[src/rtl/fetch_queue.sv]
// Fetch-to-decode instruction buffer: circular FIFO of {instr, pc, pc+4} entries with
// fetch back-pressure, decode stall absorption and flush-on-redirect.
module fetch_queue #(
    parameter int unsigned WIDTH = 32,
    parameter int unsigned DEPTH = 4
) (
    input  logic                     clk,
    input  logic                     rst,
    input  logic                     ValidF,
    input  logic [WIDTH-1:0]         InstrF,
    input  logic [WIDTH-1:0]         PCF,
    input  logic [WIDTH-1:0]         PCPlus4F,
    output logic                     ReadyF,
    input  logic                     FlushE,
    input  logic                     ReadyD,
    output logic                     ValidD,
    output logic [WIDTH-1:0]         InstrD,
    output logic [WIDTH-1:0]         PCD,
    output logic [WIDTH-1:0]         PCPlus4D,
    output logic [$clog2(DEPTH):0]   CountQ
);

    localparam int unsigned AW = $clog2(DEPTH);
    localparam int unsigned CW = AW + 1;

    logic [WIDTH-1:0] instr_mem [DEPTH];
    logic [WIDTH-1:0] pc_mem    [DEPTH];
    logic [WIDTH-1:0] pc4_mem   [DEPTH];

    logic [AW-1:0] wr_ptr_q, wr_ptr_d;
    logic [AW-1:0] rd_ptr_q, rd_ptr_d;
    logic [CW-1:0] count_q, count_d;
    logic          push, pop;

    // Full blocks pushes even when a pop frees a slot in the same cycle.
    assign ReadyF = (count_q != CW'(DEPTH));
    assign ValidD = (count_q != '0);
    assign push   = ValidF & ReadyF & ~FlushE;
    assign pop    = ValidD & ReadyD & ~FlushE;

    always_comb begin
        wr_ptr_d = wr_ptr_q;
        rd_ptr_d = rd_ptr_q;
        count_d  = count_q;
        if (FlushE) begin
            wr_ptr_d = '0;
            rd_ptr_d = '0;
            count_d  = '0;
        end else begin
            if (push) wr_ptr_d = wr_ptr_q + AW'(1);
            if (pop)  rd_ptr_d = rd_ptr_q + AW'(1);
            unique case ({push, pop})
                2'b10:   count_d = count_q + CW'(1);
                2'b01:   count_d = count_q - CW'(1);
                default: count_d = count_q;
            endcase
        end
    end

    always_ff @(posedge clk or negedge rst) begin
        if (!rst) begin
            wr_ptr_q <= '0;
            rd_ptr_q <= '0;
            count_q  <= '0;
        end else begin
            wr_ptr_q <= wr_ptr_d;
            rd_ptr_q <= rd_ptr_d;
            count_q  <= count_d;
        end
    end

    // Storage is not reset; the occupancy counter alone decides what is valid.
    always_ff @(posedge clk) begin
        if (push) begin
            instr_mem[wr_ptr_q] <= InstrF;
            pc_mem[wr_ptr_q]    <= PCF;
            pc4_mem[wr_ptr_q]   <= PCPlus4F;
        end
    end

    always_comb begin
        InstrD   = WIDTH'(32'h0000_0013);
        PCD      = '0;
        PCPlus4D = '0;
        if (ValidD) begin
            InstrD   = instr_mem[rd_ptr_q];
            PCD      = pc_mem[rd_ptr_q];
            PCPlus4D = pc4_mem[rd_ptr_q];
        end
    end

    assign CountQ = count_q;

endmodule

[config.mk]
export PLATFORM = sky130hd
export DESIGN_NAME = fetch_queue
export DESIGN_NICKNAME = d
export VERILOG_FILES = /design/src/rtl/fetch_queue.sv
export SDC_FILE = /design/constraint.sdc
export NUM_CORES = 1
export LEC_CHECK = 0
export BUFFER_PORTS_ARGS = -buffer_cell sky130_fd_sc_hd__buf_2
export CORE_MARGIN = 2
export CORE_UTILIZATION = 35
export CTS_CLUSTER_SIZE = 25
export DETAILED_ROUTE_END_ITERATION = 7
export MAX_ROUTING_LAYER = met4
export PLACE_DENSITY_LB_ADDON = 0.05
export RECOVER_POWER = 50
export SYNTH_ARGS = -nofsm -noshare
export SYNTH_HDL_FRONTEND = slang
export SYNTH_SLANG_ARGS = --single-unit
[constraint.sdc]
create_clock -name clk -period 3.7 [get_ports clk]
set_input_delay 0.37 -clock clk [delete_from_list [all_inputs] [get_ports clk]]
set_output_delay 0.37 -clock clk [all_outputs]
set_load 0.005 [all_outputs]
==> results of run 1 <==
-- worst max-delay path, stage by stage (launching register included) --
cell     delay, ns
dfrtp_1       0.53
nor3_1        0.18
inv_2         0.09
buf_4         0.80
and2_1        0.32
buf_2         0.14
-- final timing paths --
| kind | startpoint | endpoint | depth (start not counted) |
|---|---|---|---|
| setup / recovery | CountQ[0]$_DFFE_PN0P_ | PCPlus4D[16] | 5 |
| hold / removal | PCF[12] | pc_mem[3][12]$_DFFE_PP_ | 1 |
| setup reg to reg | CountQ[0]$_DFFE_PN0P_ | CountQ[2]$_DFFE_PN0P_ | 8 |
| hold reg to reg | wr_ptr_q[1]$_DFFE_PN0P_ | wr_ptr_q[1]$_DFFE_PN0P_ | 2 |
| max in group asynchronous | rst | rd_ptr_q[1]$_DFFE_PN0P_ | 2 |
| min in group asynchronous | rst | CountQ[0]$_DFFE_PN0P_ | 2 |
-- cell families after synthesis --
| logic type | share of synthesized area |
|---|---|
| buffers and inverters | 0.0143 |
| muxes | 0.145 |
| adders and majority gates | 0.00466 |
| and+or+nand+nor | 0.0503 |
| AOI/OAI and AO/OA | 0.00483 |
| xor gates and xnor gates | 0.00233 |
| DFF | 0.779 |
-- power breakdown --
part           internal, mW  switching, mW
clock                  2.48           1.66
combinational          1.01           1.00
sequential             5.07          0.125
total                  8.56           2.79
-- sequential cells by signal, indices dropped and copies added (netlist names) --
| register | flops |
|---|---|
| instr_mem | 128 |
| CountQ | 3 |
| pc_mem | 128 |
| wr_ptr_q | 2 |
| pc4_mem | 128 |
| rd_ptr_q | 2 |
-- cell type report --
cell class,count,area share
Inverter,5,0.00103
Antenna cell,5,0.000690
Clock buffer,50,0.0631
Clock inverter,27,0.0126
Multi-Input combinational cell,241,0.172
Tap cell,539,0.0372
Timing Repair Buffer,232,0.0679
Sequential cell,391,0.646
-- routing by layer --
metal / track usage / vias up / routed length [um]
li1: - / 3247 / -
met1: 0.205 / 3841 / 14500
met2: 0.241 / 178 / 15800
met3: 0.0385 / 47 / 1920
met4: 0.0512 / 0 / 698
met5: - / - / 0
-- layout by cell type, fill, tap and decap left out, drive strengths merged, types with 3 or more instances in the layout --
| cell type | n |
|---|---|
| dlygate4sd3 | 16 |
| edfxtp | 384 |
| and3 | 4 |
| buf | 118 |
| mux4 | 96 |
| diode | 5 |
| nand3 | 3 |
| nor2 | 6 |
| inv | 5 |
| nand2 | 6 |
| bufinv | 4 |
| clkinv | 21 |
| dfrtp | 7 |
| or2 | 3 |
| nor3 | 3 |
| xor2 | 3 |
| and2 | 93 |
| a21oi | 3 |
| ha | 4 |
| clkbuf | 148 |
-- timing repair --
item / CTS / global route
endpoints found under the setup margin: 0 / 0
hold endpoints to repair: 58 / 0
hold buffers: 16 / 0
setup buffers: 0 / 0
==> impl_metrics.py, run 1 <==
metrics = {
    "timing": {
        "tightest_slew_ns": 1.11,
        "fin_crit_ns": 3.00,
        "post-route-period-util": 0.811,
        "hold_violations": 0,
        "totalNegativeSetupSlack_ns": 0,
        "slew_viol_final": 0,
        "setup_viol": 0,
        "fmax_mhz": 333,
        "finClkSkew_ns": 0.0119,
        "whs_ns": 0.0868,
        "layout_setup_ws_ns": 0.699,
        "max-slew-margin-rel": 0.263,
        "rsz0062_at_grt": "no",
    },
    "detailed_routing": {
        "wirelength_mm": 32.9,
        "first_iter_violations": 572,
        "ant_nets": 0,
        "drc": 0,
        "avgViaCountPerCell": 4.91,
        "drt_first_pass_iters": 4,
        "wl_per_cell_um": 22.1,
        "dr_total_vias": 7313,
    },
    "clock_tree": {
        "cts_tree": "yes",
        "worstSkewPairLatency_ns": 0.55,
        "htree_levels": 2,
        "clk_path_buf_depth": 3,
        "cts_resized": 0,
        "cts_root_buf": "clkbuf_16",
        "clkTransAtPathRegs_ns": 0.06,
        "cts_buffers": 43,
        "clock-sinks": 391,
    },
    "die": {
        "die_w_um": 211,
        "fp.dieH_um": 211,
        "die_area_um2": 44600,
        "initial_utilization": 0.357,
        "coreArea_um2": 42100,
        "ioPinCount": 202,
        "num_rows": 75,
    },
    "logic_synthesis": {
        "synth_area_leaders": "edfxtp_1, mux4_2, and2_1",
        "synth_most_common_cell": "edfxtp_1",
        "yosysTopAreaCell": "edfxtp_1",
        "synth_cells": 673,
        "yosys-top-cells-count": "edfxtp_1, mux4_2, and2_1",
        "ys_seq_area_frac": 0.779,
        "syn-num-nets": 779,
        "async_reset_ff_frac": 0.0179,
        "synth.distinct_cells": 35,
        "syn_area_um2": 15000,
        "avgSynthCellArea_um2": 22.3,
        "synth_enable_flop_cells": 384,
        "ys.flop_type": "edfxtp_1",
        "synth_seq_cells": 391,
        "ys_warn_count": 0,
        "synth_top_area_frac": 0.767,
    },
    "layout": {
        "final_net_count": 1020,
        "syn_to_final_growth_pct": 20.7,
        "seq_area_um2": 11700,
        "fin_cells": 1490,
        "multi_input_area_um2": 3120,
        "final_core_util": 0.431,
        "final_layout_size_suffix_gt1_frac": 0.299,
        "fillCellCount": 3743,
        "stdcell_area_um2": 18100,
    },
    "power_and_ir_drop": {
        "ir_drop_v": 0.000295,
        "cellPowerDensity_nw_per_um2": 626,
        "leakage_nw": 5.94,
        "p_total_mw": 11.4,
    },
    "grt": {
        "grt_antenna_before_repair": 4,
        "grt_max_degree": 96,
        "grt_pass1_vias": 8205,
        "overflow": 0,
        "grt.total_usage": 0.156,
        "grt_pass1_wl_mm": 50.2,
    },
    "setup_path": {
        "r2r_slack_ns": 0.94,
        "crit_arrival_ns": 2.63,
        "start_kind": "flop",
        "endpoint_kind": "output pin",
        "cp_data_required_time_ns": 3.33,
        "path_class": "flop to output pin",
        "critPathMaxFanout": 95,
    },
    "min_path": {
        "hp-class": "input pin to flop",
    },
    "placed_design": {
        "place_hpwl_mm": 18.8,
        "placed_cell_area_um2": 16700,
        "gp_congestion": 0.729,
        "placedCellCount": 1392,
        "preCtsSetupSlack_ns": 1.14,
        "io_buffers": 201,
    },
    "outcome": {
        "outcome": "finished, final reports clean",
    },
    "run": {
        "max_cap_violations": 0,
    },
}
No activity file was read; power rests on OpenSTA's default activity.
==> run 2, diff against run 1 <==
==> constraint.sdc (replaced) <==
create_clock -name clk -period 2.45 [get_ports clk]
set_input_delay 0.245 -clock clk [delete_from_list [all_inputs] [get_ports clk]]
set_output_delay 0.245 -clock clk [all_outputs]
set_load 0.005 [all_outputs]
==> run 2 against run 1 <==
  * Flip-flop and latch count stayed put
  * Critical path type unchanged
  * The flow now finishes with violations (setup timing)
  * Die area is the same
  * Via count is 6.2% higher
  * Wire length grew 6.5%
==> impl_metrics.py, run 2 (same netlist as run 1, synthesis figures left out) <==
metrics = {
    "outcome": {
        "outcome": "finished, violations left",
        "violations": "setup timing",
    },
    "placed_design": {
        "preCtsSetupSlack_ns": 0.0470,
        "placedCellCount": 1400,
        "io_buffers": 201,
        "gp_congestion": 0.704,
        "placed_cell_area_um2": 16900,
        "place_hpwl_mm": 19.1,
    },
    "die": {
        "die_w_um": 211,
        "ioPinCount": 202,
        "initial_utilization": 0.357,
        "num_rows": 75,
        "coreArea_um2": 42100,
        "fp.dieH_um": 211,
        "die_area_um2": 44600,
    },
    "run": {
        "max_cap_violations": 0,
    },
    "setup_path": {
        "path_class": "flop to output pin",
        "slowest_stage": "mux4_2",
        "worst-path-buf-inv": 4,
        "endpoint_kind": "output pin",
        "slowest_delay_ns": 0.48,
        "crit_chain": "buf_6, buf_12, clkbuf_16, mux4_2, and2_1, buf_2",
        "critical_path.top_delay_family": "buffers and inverters",
        "critPathMaxFanout": 5,
        "start_kind": "flop",
        "cp_data_required_time_ns": 2.20,
        "crit_arrival_ns": 2.23,
    },
    "grt": {
        "grt_pass1_vias": 8654,
        "grt.total_usage": 0.162,
        "grt_use_met3": 0.0324,
        "grt.busiest_layer": "met2",
        "grt_use_met1": 0.200,
        "use_met2": 0.268,
        "overflow": 0,
        "grt_max_degree": 96,
        "grt_pass1_wl_mm": 51.9,
        "grt_antenna_before_repair": 2,
    },
    "clock_tree": {
        "clkTransAtPathRegs_ns": 0.06,
        "clk_path_buf_depth": 3,
        "worstSkewPairLatency_ns": 0.55,
        "cts_buffers": 44,
        "cts_root_buf": "clkbuf_16",
        "cts_tree": "yes",
        "htree_levels": 2,
        "clock-sinks": 391,
    },
    "detailed_routing": {
        "avgViaCountPerCell": 4.85,
        "ant_nets": 0,
        "dr_total_vias": 7769,
        "first_iter_violations": 461,
        "wirelength_mm": 35.0,
        "drt_first_pass_iters": 6,
        "wl_per_cell_um": 21.9,
        "drc": 0,
    },
    "timing": {
        "hold_violations": 0,
        "setup_viol": 23,
        "fin_crit_ns": 2.48,
        "tightest_slew_ns": 0.650,
        "fmax_mhz": 403,
        "max-slew-margin-rel": 0.566,
        "slew_viol_final": 0,
        "rsz0062_at_grt": "yes",
        "totalNegativeSetupSlack_ns": -0.369,
        "post-route-period-util": 1.01,
        "layout_setup_ws_ns": -0.0289,
        "finClkSkew_ns": 0.00717,
        "whs_ns": 0.198,
    },
    "layout": {
        "final_common_cell": "edfxtp_1",
        "stdcell_area_um2": 19900,
        "final_net_count": 1135,
        "layout_common_cells": "edfxtp_1, clkbuf_1, dlygate4sd3_1",
        "final_core_util": 0.472,
        "top_regs": "instr_mem x128, pc4_mem x128, pc_mem x128",
        "final_layout_size_suffix_gt1_frac": 0.331,
        "fin_cells": 1603,
        "syn_to_final_growth_pct": 32.3,
    },
    "power_and_ir_drop": {
        "p_total_mw": 18.1,
        "cellPowerDensity_nw_per_um2": 910,
        "leakage_nw": 6.65,
        "p_sw_mw": 4.51,
        "ir_drop_v": 0.000626,
        "p_clk_frac": 0.328,
        "swShare": 0.249,
        "internal_power_mw": 13.6,
        "p_seq_frac": 0.428,
        "combinationalPowerShare": 0.244,
    },
    "min_path": {
        "hp-class": "input pin to async pin",
    },
}
[run 2: layer usage]
layer / part of all wire / vias up
li1: - / 3470
met1: 0.43 / 4049
met2: 0.49 / 190
met3: 0.050 / 60
met4: 0.023 / 0
met5: 0 / -
[run 2: worst reg2reg max path: stages (launching register included)]
cell and delay (ns):
dfrtp_1 0.40, buf_4 0.20, nor2_1 0.09, nor2b_1 0.22
nor3_2 0.08, fa_1 0.42, or4_1 0.56, a21o_1 0.20
a31oi_1 0.16
[run 2: path summary, 6_finish.rpt]
kind	startpoint	end	slack, ns	cells after the start
setup reg to reg	CountQ[0]$_DFFE_PN0P_	CountQ[2]$_DFFE_PN0P_	0.03	8
setup / recovery	rd_ptr_q[0]$_DFFE_PN0P_	InstrD[3]	-0.03	6
max in group asynchronous	rst	rd_ptr_q[0]$_DFFE_PN0P_	1.88	2
hold reg to reg	wr_ptr_q[1]$_DFFE_PN0P_	wr_ptr_q[1]$_DFFE_PN0P_	0.59	2
min in group clk	ValidF	wr_ptr_q[1]$_DFFE_PN0P_	0.20	4
hold / removal	rst	rd_ptr_q[1]$_DFFE_PN0P_	0.20	2
[run 2: final cells by class]
cell class	count	area (um^2)
inverter	5	18.8
antenna	2	5.00
clock buffer	53	1160
multi-input combinational	241	3240
fill	3575	22200
timing repair buffer	346	2940
tap	539	674
clock inverter	26	141
sequential	391	11700
[run 2: power groups by stage]
stage               combinational (mW)  sequential, mW  clock, mW
finish                            4.42            7.74       5.94
global route                      4.76            7.76       6.36
CTS                               3.94            7.73       6.12
detailed placement                3.27            7.89          0
global placement                  3.23            7.87          0
floorplan                         1.90            7.86          0
[run 2: timing repair]
| action | CTS | global route |
|---|---|---|
| buffers inserted | 10 | 1 |
| hold buffers | 99 | 0 |
| gates cloned | 8 | 5 |
| endpoints found under the setup margin | 97 | 77 |
| hold endpoints to repair | 397 | 0 |
| gates resized for setup | 20 | 81 |
==> run 3, diff against run 2 <==
==> constraint.sdc (replaced) <==
create_clock -name clk -period 2.45 [get_ports clk]
set_input_delay 0.3675 -clock clk [delete_from_list [all_inputs] [get_ports clk]]
set_output_delay 0.3675 -clock clk [all_outputs]
set_load 0.005 [all_outputs]
==> run 3 against run 2 <==
  * The run still ends with setup timing left
  * Fmax is 3.9% lower
  * Setup slack got worse by 0.10 ns
  * Cell count shrank 5.2%
  * Register-to-register slack improved by 0.08 ns
  * Flip-flop and latch count unchanged
  * Core utilization down 1.6 points
  * Critical path depth unchanged
  * Die area unchanged
  * Wire length fell by 4.6%
  * Combinational power is 5.2% lower
  * Sequential share of layout area rose by 2.1 points
  * Clock power increased by 8.9%
  * Largest cell class unchanged
==> impl_metrics.py, run 3 (same netlist as run 1, synthesis figures left out) <==
metrics = {
    "clock_tree": {
        "cts_tree": "yes",
        "worstSkewPairLatency_ns": 0.55,
        "htree_levels": 2,
        "clock-sinks": 391,
        "cts_root_buf": "clkbuf_16",
        "cts_buffers": 44,
        "clk_path_buf_depth": 3,
        "clkTransAtPathRegs_ns": 0.06,
    },
    "setup_path": {
        "path_class": "flop to output pin",
        "cp-startpoint": "rd_ptr_q[0]$_DFFE_PN0P_",
        "crit_chain": "buf_4, buf_12, buf_16, mux4_2, and2_4, buf_2",
        "cp_data_required_time_ns": 2.08,
        "crit_arrival_ns": 2.21,
        "endpoint_kind": "output pin",
        "worst-path-buf-inv": 4,
        "slowest_delay_ns": 0.49,
        "start_kind": "flop",
        "slowest_stage": "dfrtp_4",
        "r2r_start": "CountQ[1]$_DFFE_PN0P_",
        "critical_path.top_delay_family": "buffers and inverters",
        "critPathMaxFanout": 7,
    },
    "placed_design": {
        "place_hpwl_mm": 19.2,
        "gp_congestion": 0.699,
        "io_buffers": 201,
    },
    "grt": {
        "overflow": 0,
        "grt_antenna_before_repair": 3,
        "grt.total_usage": 0.157,
        "grt_use_met3": 0.0361,
        "grt_max_degree": 96,
        "grt_use_met1": 0.194,
        "grt_pass1_wl_mm": 50.0,
        "use_met2": 0.257,
        "grt_pass1_vias": 8202,
        "grt.busiest_layer": "met2",
    },
    "detailed_routing": {
        "dr_total_vias": 7460,
        "wl_per_cell_um": 22.0,
        "drt_first_pass_iters": 4,
        "avgViaCountPerCell": 4.91,
        "ant_nets": 0,
        "first_iter_violations": 478,
        "drc": 0,
        "wirelength_mm": 33.4,
    },
    "power_and_ir_drop": {
        "ir_drop_v": 0.000496,
        "leakage_nw": 6.35,
        "p_total_mw": 18.4,
        "cellPowerDensity_nw_per_um2": 959,
    },
    "outcome": {
        "violations": "setup timing",
        "outcome": "finished, violations left",
    },
    "die": {
        "initial_utilization": 0.357,
        "num_rows": 75,
        "fp.dieH_um": 211,
        "ioPinCount": 202,
        "coreArea_um2": 42100,
        "die_w_um": 211,
        "die_area_um2": 44600,
    },
    "timing": {
        "max-slew-margin-rel": 0.599,
        "fmax_mhz": 388,
        "setup_viol": 96,
        "tightest_slew_ns": 0.594,
        "finClkSkew_ns": 0.00586,
        "hold_violations": 0,
        "totalNegativeSetupSlack_ns": -7.54,
        "rsz0062_at_grt": "yes",
        "slew_viol_final": 0,
        "layout_setup_ws_ns": -0.131,
        "post-route-period-util": 1.05,
        "fin_crit_ns": 2.58,
    },
    "layout": {
        "final_common_cell": "edfxtp_1",
        "fillCellCount": 3660,
        "top_regs": "instr_mem x128, pc4_mem x128, pc_mem x128",
        "syn_to_final_growth_pct": 27.7,
        "final_net_count": 1052,
        "layout_common_cells": "edfxtp_1, clkbuf_1, mux4_2",
        "final_layout_size_suffix_gt1_frac": 0.370,
    },
    "run": {
        "max_cap_violations": 0,
    },
    "min_path": {
        "hp-class": "input pin to flop",
        "hold_start": "InstrF[18]",
    },
}
[run 3: cell types whose count changed in the layout (fill, tap and decap cells not counted), sizes merged]
cell         previous run  this run
dlygate4sd3            99        28
buf                   145       138
clkinv                 23        17
bufinv                  1         6
clkbuf                155       152
clkinvlp                1         0
diode                   2         3
inv                     6         5
[run 3: path summary, 6_finish.rpt]
| kind | end | slack, ns | depth (start not counted) |
|---|---|---|---|
| setup / recovery | InstrD[29] | -0.13 | 6 |
| hold reg to reg | wr_ptr_q[1]$_DFFE_PN0P_ | 0.59 | 2 |
| max in group asynchronous | rd_ptr_q[1]$_DFFE_PN0P_ | 1.76 | 2 |
| hold / removal | instr_mem[3][18]$_DFFE_PP_ | 0.08 | 1 |
| min in group asynchronous | CountQ[1]$_DFFE_PN0P_ | 0.33 | 2 |
| setup reg to reg | CountQ[2]$_DFFE_PN0P_ | 0.11 | 8 |
[run 3: timing repair]
action | CTS | global route
gates cloned | 5 | 0
gates resized for setup | 48 | 77
hold buffers | 28 | 0
hold endpoints to repair | 87 | 0
setup buffers | 5 | 5
pin swaps | 1 | 0
endpoints found under the setup margin | 98 | 98
[run 3: per-layer routing]
| metal | share of wire | wire length [um] |
|---|---|---|
| met1 | 0.42 | 14000 |
| met2 | 0.51 | 16900 |
| met3 | 0.055 | 1830 |
| met4 | 0.020 | 654 |
| met5 | 0 | 0 |
[run 3: stage by stage]
| step | worst slack (ns) | area (um^2) | std cells | hold WS (ns) | utilization |
|---|---|---|---|---|---|
| detailed placement | -0.0000770 | 16900 | 1399 | 0.221 | 0.401 |
| global route | -0.200 | 19200 | 1520 | 0.0646 | 0.455 |
| global placement | 0.203 | 16900 | 1399 | 0.215 | 0.401 |
| CTS | -0.209 | 19000 | 1515 | 0.000232 | 0.451 |
| finish | -0.131 | 19200 | 1520 | 0.0821 | 0.455 |
| floorplan | -0.124 | 15000 | 673 | 0.0719 | - |
[run 3: where the power goes]
group	internal [mW]	switching, mW	leakage, nW
Sequential	7.66	0.0750	3.57
Combinational	2.39	1.80	2.08
Clock	3.98	2.50	0.697
Total	14.0	4.37	6.35
[run 3: final cells by class]
type	count	area, um^2	area share
sequential	391	11700	0.610
multi-input combinational	241	3290	0.171
timing repair buffer	263	2070	0.108
clock buffer	55	1160	0.0606
tap	539	674	0.0351
clock inverter	23	254	0.0132
inverter	5	18.8	0.000978
antenna	3	7.51	0.000391
[run 3: worst register-to-register path: stages, from the launching register on]
cell     delay [ns]
dfrtp_1        0.41
nor3_4         0.24
inv_2          0.09
nand2_2        0.11
nor3_1         0.07
fa_2           0.38
or4_1          0.59
a21o_1         0.21
a31oi_1        0.16
